## config.mk

```make
export PLATFORM = sky130hd
export DESIGN_NAME = fp_add_initiator
export DESIGN_NICKNAME = d
export VERILOG_FILES = /design/src/rtl/fp_add_initiator.sv
export SDC_FILE = /design/constraint.sdc
export NUM_CORES = 1
export LEC_CHECK = 0
export BUFFER_PORTS_ARGS = -buffer_cell sky130_fd_sc_hd__buf_2
export CAP_MARGIN = 10
export CORE_MARGIN = 5
export CORE_UTILIZATION = 35
export CTS_CLUSTER_DIAMETER = 50
export DETAILED_ROUTE_END_ITERATION = 8
export HOLD_SLACK_MARGIN = 0.06
export PLACE_DENSITY = 0.61
export SETUP_SLACK_MARGIN = 0.3
export SYNTH_ARGS = -nofsm -noshare
export SYNTH_HDL_FRONTEND = slang
export SYNTH_SLANG_ARGS = --single-unit
export TNS_END_PERCENT = 30
```

## constraint.sdc

```tcl
create_clock -name clk -period 3.85 [get_ports clk]
set_input_delay 0.385 -clock clk [delete_from_list [all_inputs] [get_ports clk]]
set_output_delay 0.385 -clock clk [all_outputs]
set_load 0.05 [all_outputs]
```

## src/rtl/fp_add_initiator.sv

```systemverilog
// fp_add_initiator
// Accepts one IEEE-754 single operand pair from upstream, pushes A then B
// into a strobe/ack floating-point adder, collects the sum and presents it
// downstream on a valid/ready response port.
//
// Optional build macro: FP_ADD_INITIATOR_TIMEOUT_EN
//   defined   - each adder phase (SEND_A, SEND_B, WAIT_Z) is bounded by
//               TIMEOUT_CYCLES; on expiry the initiator responds with
//               resp_err=1 and resp_z=32'h7FC00000 (quiet NaN).
//   undefined - the initiator waits indefinitely in each phase and
//               resp_err is constant 0.
//
// Handshake rules (both the request/response side and the adder side):
//   A transfer happens on a rising clk edge where the producer's valid/stb
//   and the consumer's ready/ack are both high. Every handshake output is a
//   pure decode of the state register, so no input reaches an output
//   combinationally; a strobe drops in the cycle after its transfer because
//   the state has moved on. add_z_ack is also high in IDLE and SEND_A so a
//   stale result left in the adder is drained and thrown away.

module fp_add_initiator #(
  parameter int TIMEOUT_CYCLES = 1024
) (
  input  logic        clk,
  input  logic        rst,
  // upstream request
  input  logic        req_valid,
  output logic        req_ready,
  input  logic [31:0] req_a,
  input  logic [31:0] req_b,
  // downstream response
  output logic        resp_valid,
  input  logic        resp_ready,
  output logic [31:0] resp_z,
  output logic        resp_err,
  output logic [15:0] txn_count,
  // adder operand side
  output logic [31:0] add_a,
  output logic        add_a_stb,
  input  logic        add_a_ack,
  output logic [31:0] add_b,
  output logic        add_b_stb,
  input  logic        add_b_ack,
  // adder result side
  input  logic [31:0] add_z,
  input  logic        add_z_stb,
  output logic        add_z_ack,
  // debug view of the FSM state
  output logic [2:0]  state_dbg
);

  typedef enum logic [2:0] {
    IDLE   = 3'd0,
    SEND_A = 3'd1,
    SEND_B = 3'd2,
    WAIT_Z = 3'd3,
    RESP   = 3'd4
  } state_t;

  localparam logic [31:0] ABORT_Z = 32'h7FC0_0000;

  state_t      state;
  logic [31:0] op_a_q;
  logic [31:0] op_b_q;
  logic [31:0] resp_z_q;
  logic [15:0] txn_count_q;

  // Transfer qualifiers, only meaningful in their own state.
  logic req_xfer;
  logic a_xfer;
  logic b_xfer;
  logic z_xfer;
  logic resp_xfer;

  assign req_xfer  = (state == IDLE)   && req_valid;
  assign a_xfer    = (state == SEND_A) && add_a_ack;
  assign b_xfer    = (state == SEND_B) && add_b_ack;
  assign z_xfer    = (state == WAIT_Z) && add_z_stb;
  assign resp_xfer = (state == RESP)   && resp_ready;

`ifdef FP_ADD_INITIATOR_TIMEOUT_EN
  localparam logic [15:0] TO_LAST = 16'(TIMEOUT_CYCLES - 1);

  logic [15:0] to_cnt_q;
  logic        resp_err_q;
  logic        in_phase;
  logic        phase_xfer;
  logic        to_hit;

  // A "phase" is any state that waits on the adder.
  assign in_phase   = (state == SEND_A) || (state == SEND_B) || (state == WAIT_Z);
  assign phase_xfer = a_xfer || b_xfer || z_xfer;
  assign to_hit     = in_phase && !phase_xfer && (to_cnt_q == TO_LAST);

  // Phase counter: cleared on every phase entry, counts idle cycles inside a phase.
  always_ff @(posedge clk or posedge rst) begin
    if (rst) begin
      to_cnt_q <= 16'd0;
    end else if (req_xfer || a_xfer || b_xfer) begin
      to_cnt_q <= 16'd0;
    end else if (in_phase && !phase_xfer && !to_hit) begin
      to_cnt_q <= to_cnt_q + 16'd1;
    end else if (!in_phase) begin
      to_cnt_q <= 16'd0;
    end
  end

  // Error flag: set by a timeout abort, cleared by a real adder result.
  always_ff @(posedge clk or posedge rst) begin
    if (rst) begin
      resp_err_q <= 1'b0;
    end else if (z_xfer) begin
      resp_err_q <= 1'b0;
    end else if (to_hit) begin
      resp_err_q <= 1'b1;
    end
  end

  assign resp_err = resp_err_q;
`else
  logic to_hit;

  assign to_hit   = 1'b0;
  assign resp_err = 1'b0;
`endif

  // Main FSM: walks one transaction through the adder handshake phases.
  always_ff @(posedge clk or posedge rst) begin
    if (rst) begin
      state <= IDLE;
    end else begin
      case (state)
        IDLE: begin
          if (req_xfer) state <= SEND_A;
        end
        SEND_A: begin
          if (a_xfer)      state <= SEND_B;
          else if (to_hit) state <= RESP;
        end
        SEND_B: begin
          if (b_xfer)      state <= WAIT_Z;
          else if (to_hit) state <= RESP;
        end
        WAIT_Z: begin
          if (z_xfer)      state <= RESP;
          else if (to_hit) state <= RESP;
        end
        RESP: begin
          if (resp_xfer) state <= IDLE;
        end
        default: state <= IDLE;
      endcase
    end
  end

  // Operand registers: captured once at request acceptance and held stable.
  always_ff @(posedge clk or posedge rst) begin
    if (rst) begin
      op_a_q <= 32'd0;
      op_b_q <= 32'd0;
    end else if (req_xfer) begin
      op_a_q <= req_a;
      op_b_q <= req_b;
    end
  end

  // Result register: adder sum on a real transfer, abort pattern on timeout.
  // Drained results in IDLE/SEND_A never reach here.
  always_ff @(posedge clk or posedge rst) begin
    if (rst) begin
      resp_z_q <= 32'd0;
    end else if (z_xfer) begin
      resp_z_q <= add_z;
    end else if (to_hit) begin
      resp_z_q <= ABORT_Z;
    end
  end

  // Completed-response counter, wraps naturally at 16 bits.
  always_ff @(posedge clk or posedge rst) begin
    if (rst) begin
      txn_count_q <= 16'd0;
    end else if (resp_xfer) begin
      txn_count_q <= txn_count_q + 16'd1;
    end
  end

  // Output decode from the state register only.
  assign req_ready  = (state == IDLE);
  assign add_a_stb  = (state == SEND_A);
  assign add_b_stb  = (state == SEND_B);
  assign add_z_ack  = (state == IDLE) || (state == SEND_A) || (state == WAIT_Z);
  assign resp_valid = (state == RESP);
  assign add_a      = op_a_q;
  assign add_b      = op_b_q;
  assign resp_z     = resp_z_q;
  assign txn_count  = txn_count_q;
  assign state_dbg  = state;

endmodule

```

Yosys cells after proc, flatten, opt, wreduce, memory -nomap -nowiden --
Cells that the tools add are included.
Operators by class: equality and inequality tests 9, $add $sub $neg 1, bitwise gates (word level) 0, $mul 0, magnitude comparators 0, divide/modulo/power cells 0, reductions and logical operators 9, muxes and demuxes 6, shift operators 0
Operators by type and width (number):
- $add A16 B1 Y16 const B | 1
- $mux W3 | 5
- $pmux W3 S5 | 1
- $ne A2 B1 Y1 const B | 4
- $eq A3 B2 Y1 const B | 2
- $logic_and A1 B1 Y1 | 5
- $reduce_and A5 Y1 | 1
- $eq A3 B1 Y1 const B | 1
- $eq A3 B3 Y1 const B | 1
- $logic_not A3 Y1 | 1
- $logic_or A1 B1 Y1 | 2
- $ne A2 B2 Y1 const B | 1
Word-level totals: memories 0, logic and storage cells 30, memory bits (read-only) 0, output and inout port bits 121, RAM bits 0, latch bits 0, bits of input ports 103, flip-flop bits (word level) 115

Depth between registers and ports, before layout --
depth in word-level cells 4, mapped depth 6, mapped depth without buffers 4

Worst setup path before layout --
OpenSTA, ideal clock, no wires.
path type reg-to-reg, start reg state[2] (netlist: state_dbg[2]), end reg op_a_q[0] (netlist: add_a[0]), stages on the path, launching flop included 7, data required time 3725 ps, slack 929 ps, setup time 125 ps, clock period less this slack 2921 ps, path buffers 3, arrival time 2796 ps, cells stage by stage dfrtp_1 > buf_6 > nor3_1 > and2_1 > buf_4 > buf_6 > mux2_2
Between the ends: cells in the longest elaborated chain, start to end 2
Ends and longest elaborated chain:
- from (decl) | RTL line 62 | state_t state;
- from (signal assigned) | RTL line 130 | state <= IDLE;
- from (signal assigned) | RTL line 134 | if (req_xfer) state <= SEND_A;
- from (signal assigned) | RTL line 137 | if (a_xfer) state <= SEND_B;
- $logic_not A3 Y1
- via req_ready | RTL line 28 | output logic req_ready,
- $logic_and A1 B1 Y1 | RTL line 75 | assign req_xfer = (state == IDLE) && req_valid;
- to (signal assigned) | RTL line 162 | op_a_q <= req_a;
- to (decl) | RTL line 63 | logic [31:0] op_a_q;
The timed path passes the listed nets, and every way through them passes these cells. A chain may end at the register's enable or synchronous reset.

Final worst setup path --
start reg state[1] (netlist: state_dbg[1]), end reg op_a_q[1] (netlist: add_a[1])
Between the ends: cells in the longest elaborated chain, start to end 2
Ends and longest elaborated chain (RTL line):
- $logic_not A3 Y1 | 75
- $logic_and A1 B1 Y1 | 75
Every way passes these cells.

==> impl_metrics.json <==
{
  "status": "complete, no violations",
  "worst_clock_skew_ns": 0.0130,
  "post_synth.cell_area_avg_um2": 15.9,
  "drv_slew": 0,
  "critical_path.startpoint": "state_dbg[1]",
  "ys_warn_count": 0,
  "core_area_um2": 13100,
  "largest_net_degree_at_the_start_of_global_routing": 61,
  "first_pass_grt_wire_length_mm": 18.0,
  "route.vias.total": 3139,
  "detail_route.wl_per_cell_um": 15.6,
  "unrepaired_setup_endpoints_after_global_routing": "no",
  "last_weighted_congestion_value_of_the_routability_driven_placer": 0.778,
  "floorplan.io_pins": 224,
  "synthToLayoutAreaGrowth_pct": 39.4,
  "tightest_slew_ns": 1.05,
  "remaining_drc_errors": 0,
  "mostFrequentLayoutCell": "buf_2",
  "buffer_ports.inserted": 222,
  "post_synth_instance_area_um2": 4650,
  "arrival_ns": 2.64,
  "maxCapViolCount": 0,
  "mapped_cells": 293,
  "num_rows": 42,
  "finish.utilization_pct": 49.3,
  "total_length_of_routed_wires_mm": 11.1,
  "period_needed_ns": 2.36,
  "rr_worst_depth": 4,
  "finalHoldViolations": 0,
  "clock_tree.root_cell": "clkbuf_16",
  "critical_path.startpoint_type": "flop",
  "synthesis.nets": 397,
  "timing.final.setup_violations": 0,
  "synth_sequential_area_ratio_pct": 61.9,
  "route.detailed.vias_per_inst": 4.41,
  "fmaxAchievable_mhz": 424,
  "firstDrtPassIters": 4,
  "cts_hold_buffers": 0,
  "grt_pass1_vias": 3396,
  "nNetsFinal": 626,
  "antenna_violations_before_repair": 1,
  "cts_resized": 0,
  "place_hpwl_mm": 8.21,
  "worst_setup_path_end_kind": "flop",
  "clk_path_buf_depth": 2,
  "r2r_setup_slack_ns": 1.49,
  "final_cell_mix": "buf_2, dfrtp_1, mux2_2, mux2_4, clkbuf_16",
  "worst_slew_margin_rel_pct": 29.7,
  "yosys_register_bits": 115,
  "worst-setup-path-type": "flop to flop",
  "r2r_start": "state_dbg[1]",
  "cts.repair_timing.setup_buffer_count": 0,
  "insertion_delay_ns": 0.41,
  "die_area_um2": 15700,
  "critPathMaxFanout": 30,
  "drive_gt1_share_pct": 66.9,
  "floorplan.die.height_um": 125,
  "timing.hold.worst.class": "primary input to asynchronous set/reset pin",
  "cts-buffers-inserted": 17,
  "timing.final.crit_share_pct": 61.2,
  "timing.setup.tns_ns": 0,
  "netlist-cell-type-count": 25,
  "gr_usage_total_pct": 14.7,
  "clock_tree.htree_level_count": 4,
  "ant_nets": 0,
  "cts.clk_slew.worst_paths_ns": 0.05,
  "diodes": 0,
  "grt_remaining_overflow": 0,
  "tritoncts": "built",
  "chipWidth_um": 125,
  "first_iter_violations": 63,
  "start_util_pct": 35.4,
  "worstPathRequired_ns": 4.14,
  "clock-sinks": 115
}
## synthesized netlist by cell type (all sizes together)
cell / n / share of area [%]
a21oi: 3 / 0.32
xnor2: 5 / 0.94
inv: 5 / 0.40
nor3: 6 / 0.65
dfrtp: 115 / 62
o21ai: 1 / 0.11
nand3: 3 / 0.32
and4: 2 / 0.38
nor2: 8 / 0.65
mux2: 97 / 26
and4bb: 1 / 0.27
nand4: 5 / 0.67
buf: 15 / 3.4
conb: 1 / 0.081
nor3b: 1 / 0.40
and2: 2 / 0.27
xor2: 10 / 1.9
ha: 1 / 0.27
or3: 1 / 0.13
and3: 1 / 0.13
o211ai: 2 / 0.32
nand2: 8 / 0.65
## cell type report
class                           instances  area [µm²]
Fill cell                            1194        6660
Tap cell                              176         220
Clock buffer                           21         460
Sequential cell                       115        2880
Timing Repair Buffer                  225        1150
Multi-Input combinational cell        158        1600
Clock inverter                         11         158
Inverter                                5        21.3
## registers in the layout, indices dropped and copies added, names as in the netlist
register and flops:
add_a 32, add_b 32, resp_z 32, state_dbg 3, txn_count 16
## critical path, stage by stage, from the launching register on
cell and delay, ns:
dfrtp_1 0.50, nor3_1 0.26, and2_2 0.64, buf_4 0.43, mux2_2 0.38
## kinds of logic after synthesis
| family | count (synthesis) | share of synthesized area [%] |
|---|---|---|
| compound gates | 6 | 0.753 |
| xor+xnor | 15 | 2.83 |
| fa+ha+maj | 1 | 0.269 |
| buf+inv | 20 | 3.80 |
| flops | 115 | 61.9 |
| mux | 97 | 25.8 |
| other cells | 1 | 0.0807 |
| simple gates | 38 | 4.52 |
## metal layers
metal	track usage [%]	share of wire, %
met1	17.6	41
met2	23.3	48
met3	6.52	9.1
met4	5.93	1.6
met5	0	0.063
## path summary, 6_finish.rpt
path                            endpoint
max                             add_a[1]
min                        txn_count[13]
max reg2reg                     add_a[1]
min reg2reg                txn_count[15]
max in group asynchronous       add_b[1]
min in group clk               resp_z[3]
## through the flow
| stage | worst slack [ns] | hold slack (ns) | area, µm² | cells |
|---|---|---|---|---|
| after floorplan | 0.421 | 0.492 | 4650 | 293 |
| after global placement | 1.54 | 0.458 | 5860 | 679 |
| after detailed placement | 1.49 | 0.452 | 5860 | 679 |
| after CTS | 1.48 | 0.131 | 6480 | 711 |
| after global routing | 1.32 | 0.177 | 6480 | 711 |
| final | 1.49 | 0.105 | 6480 | 711 |
Power is left out: the tool's default activity adds up to more than one toggle a clock period on the data nets, which glitch-free logic cannot reach.
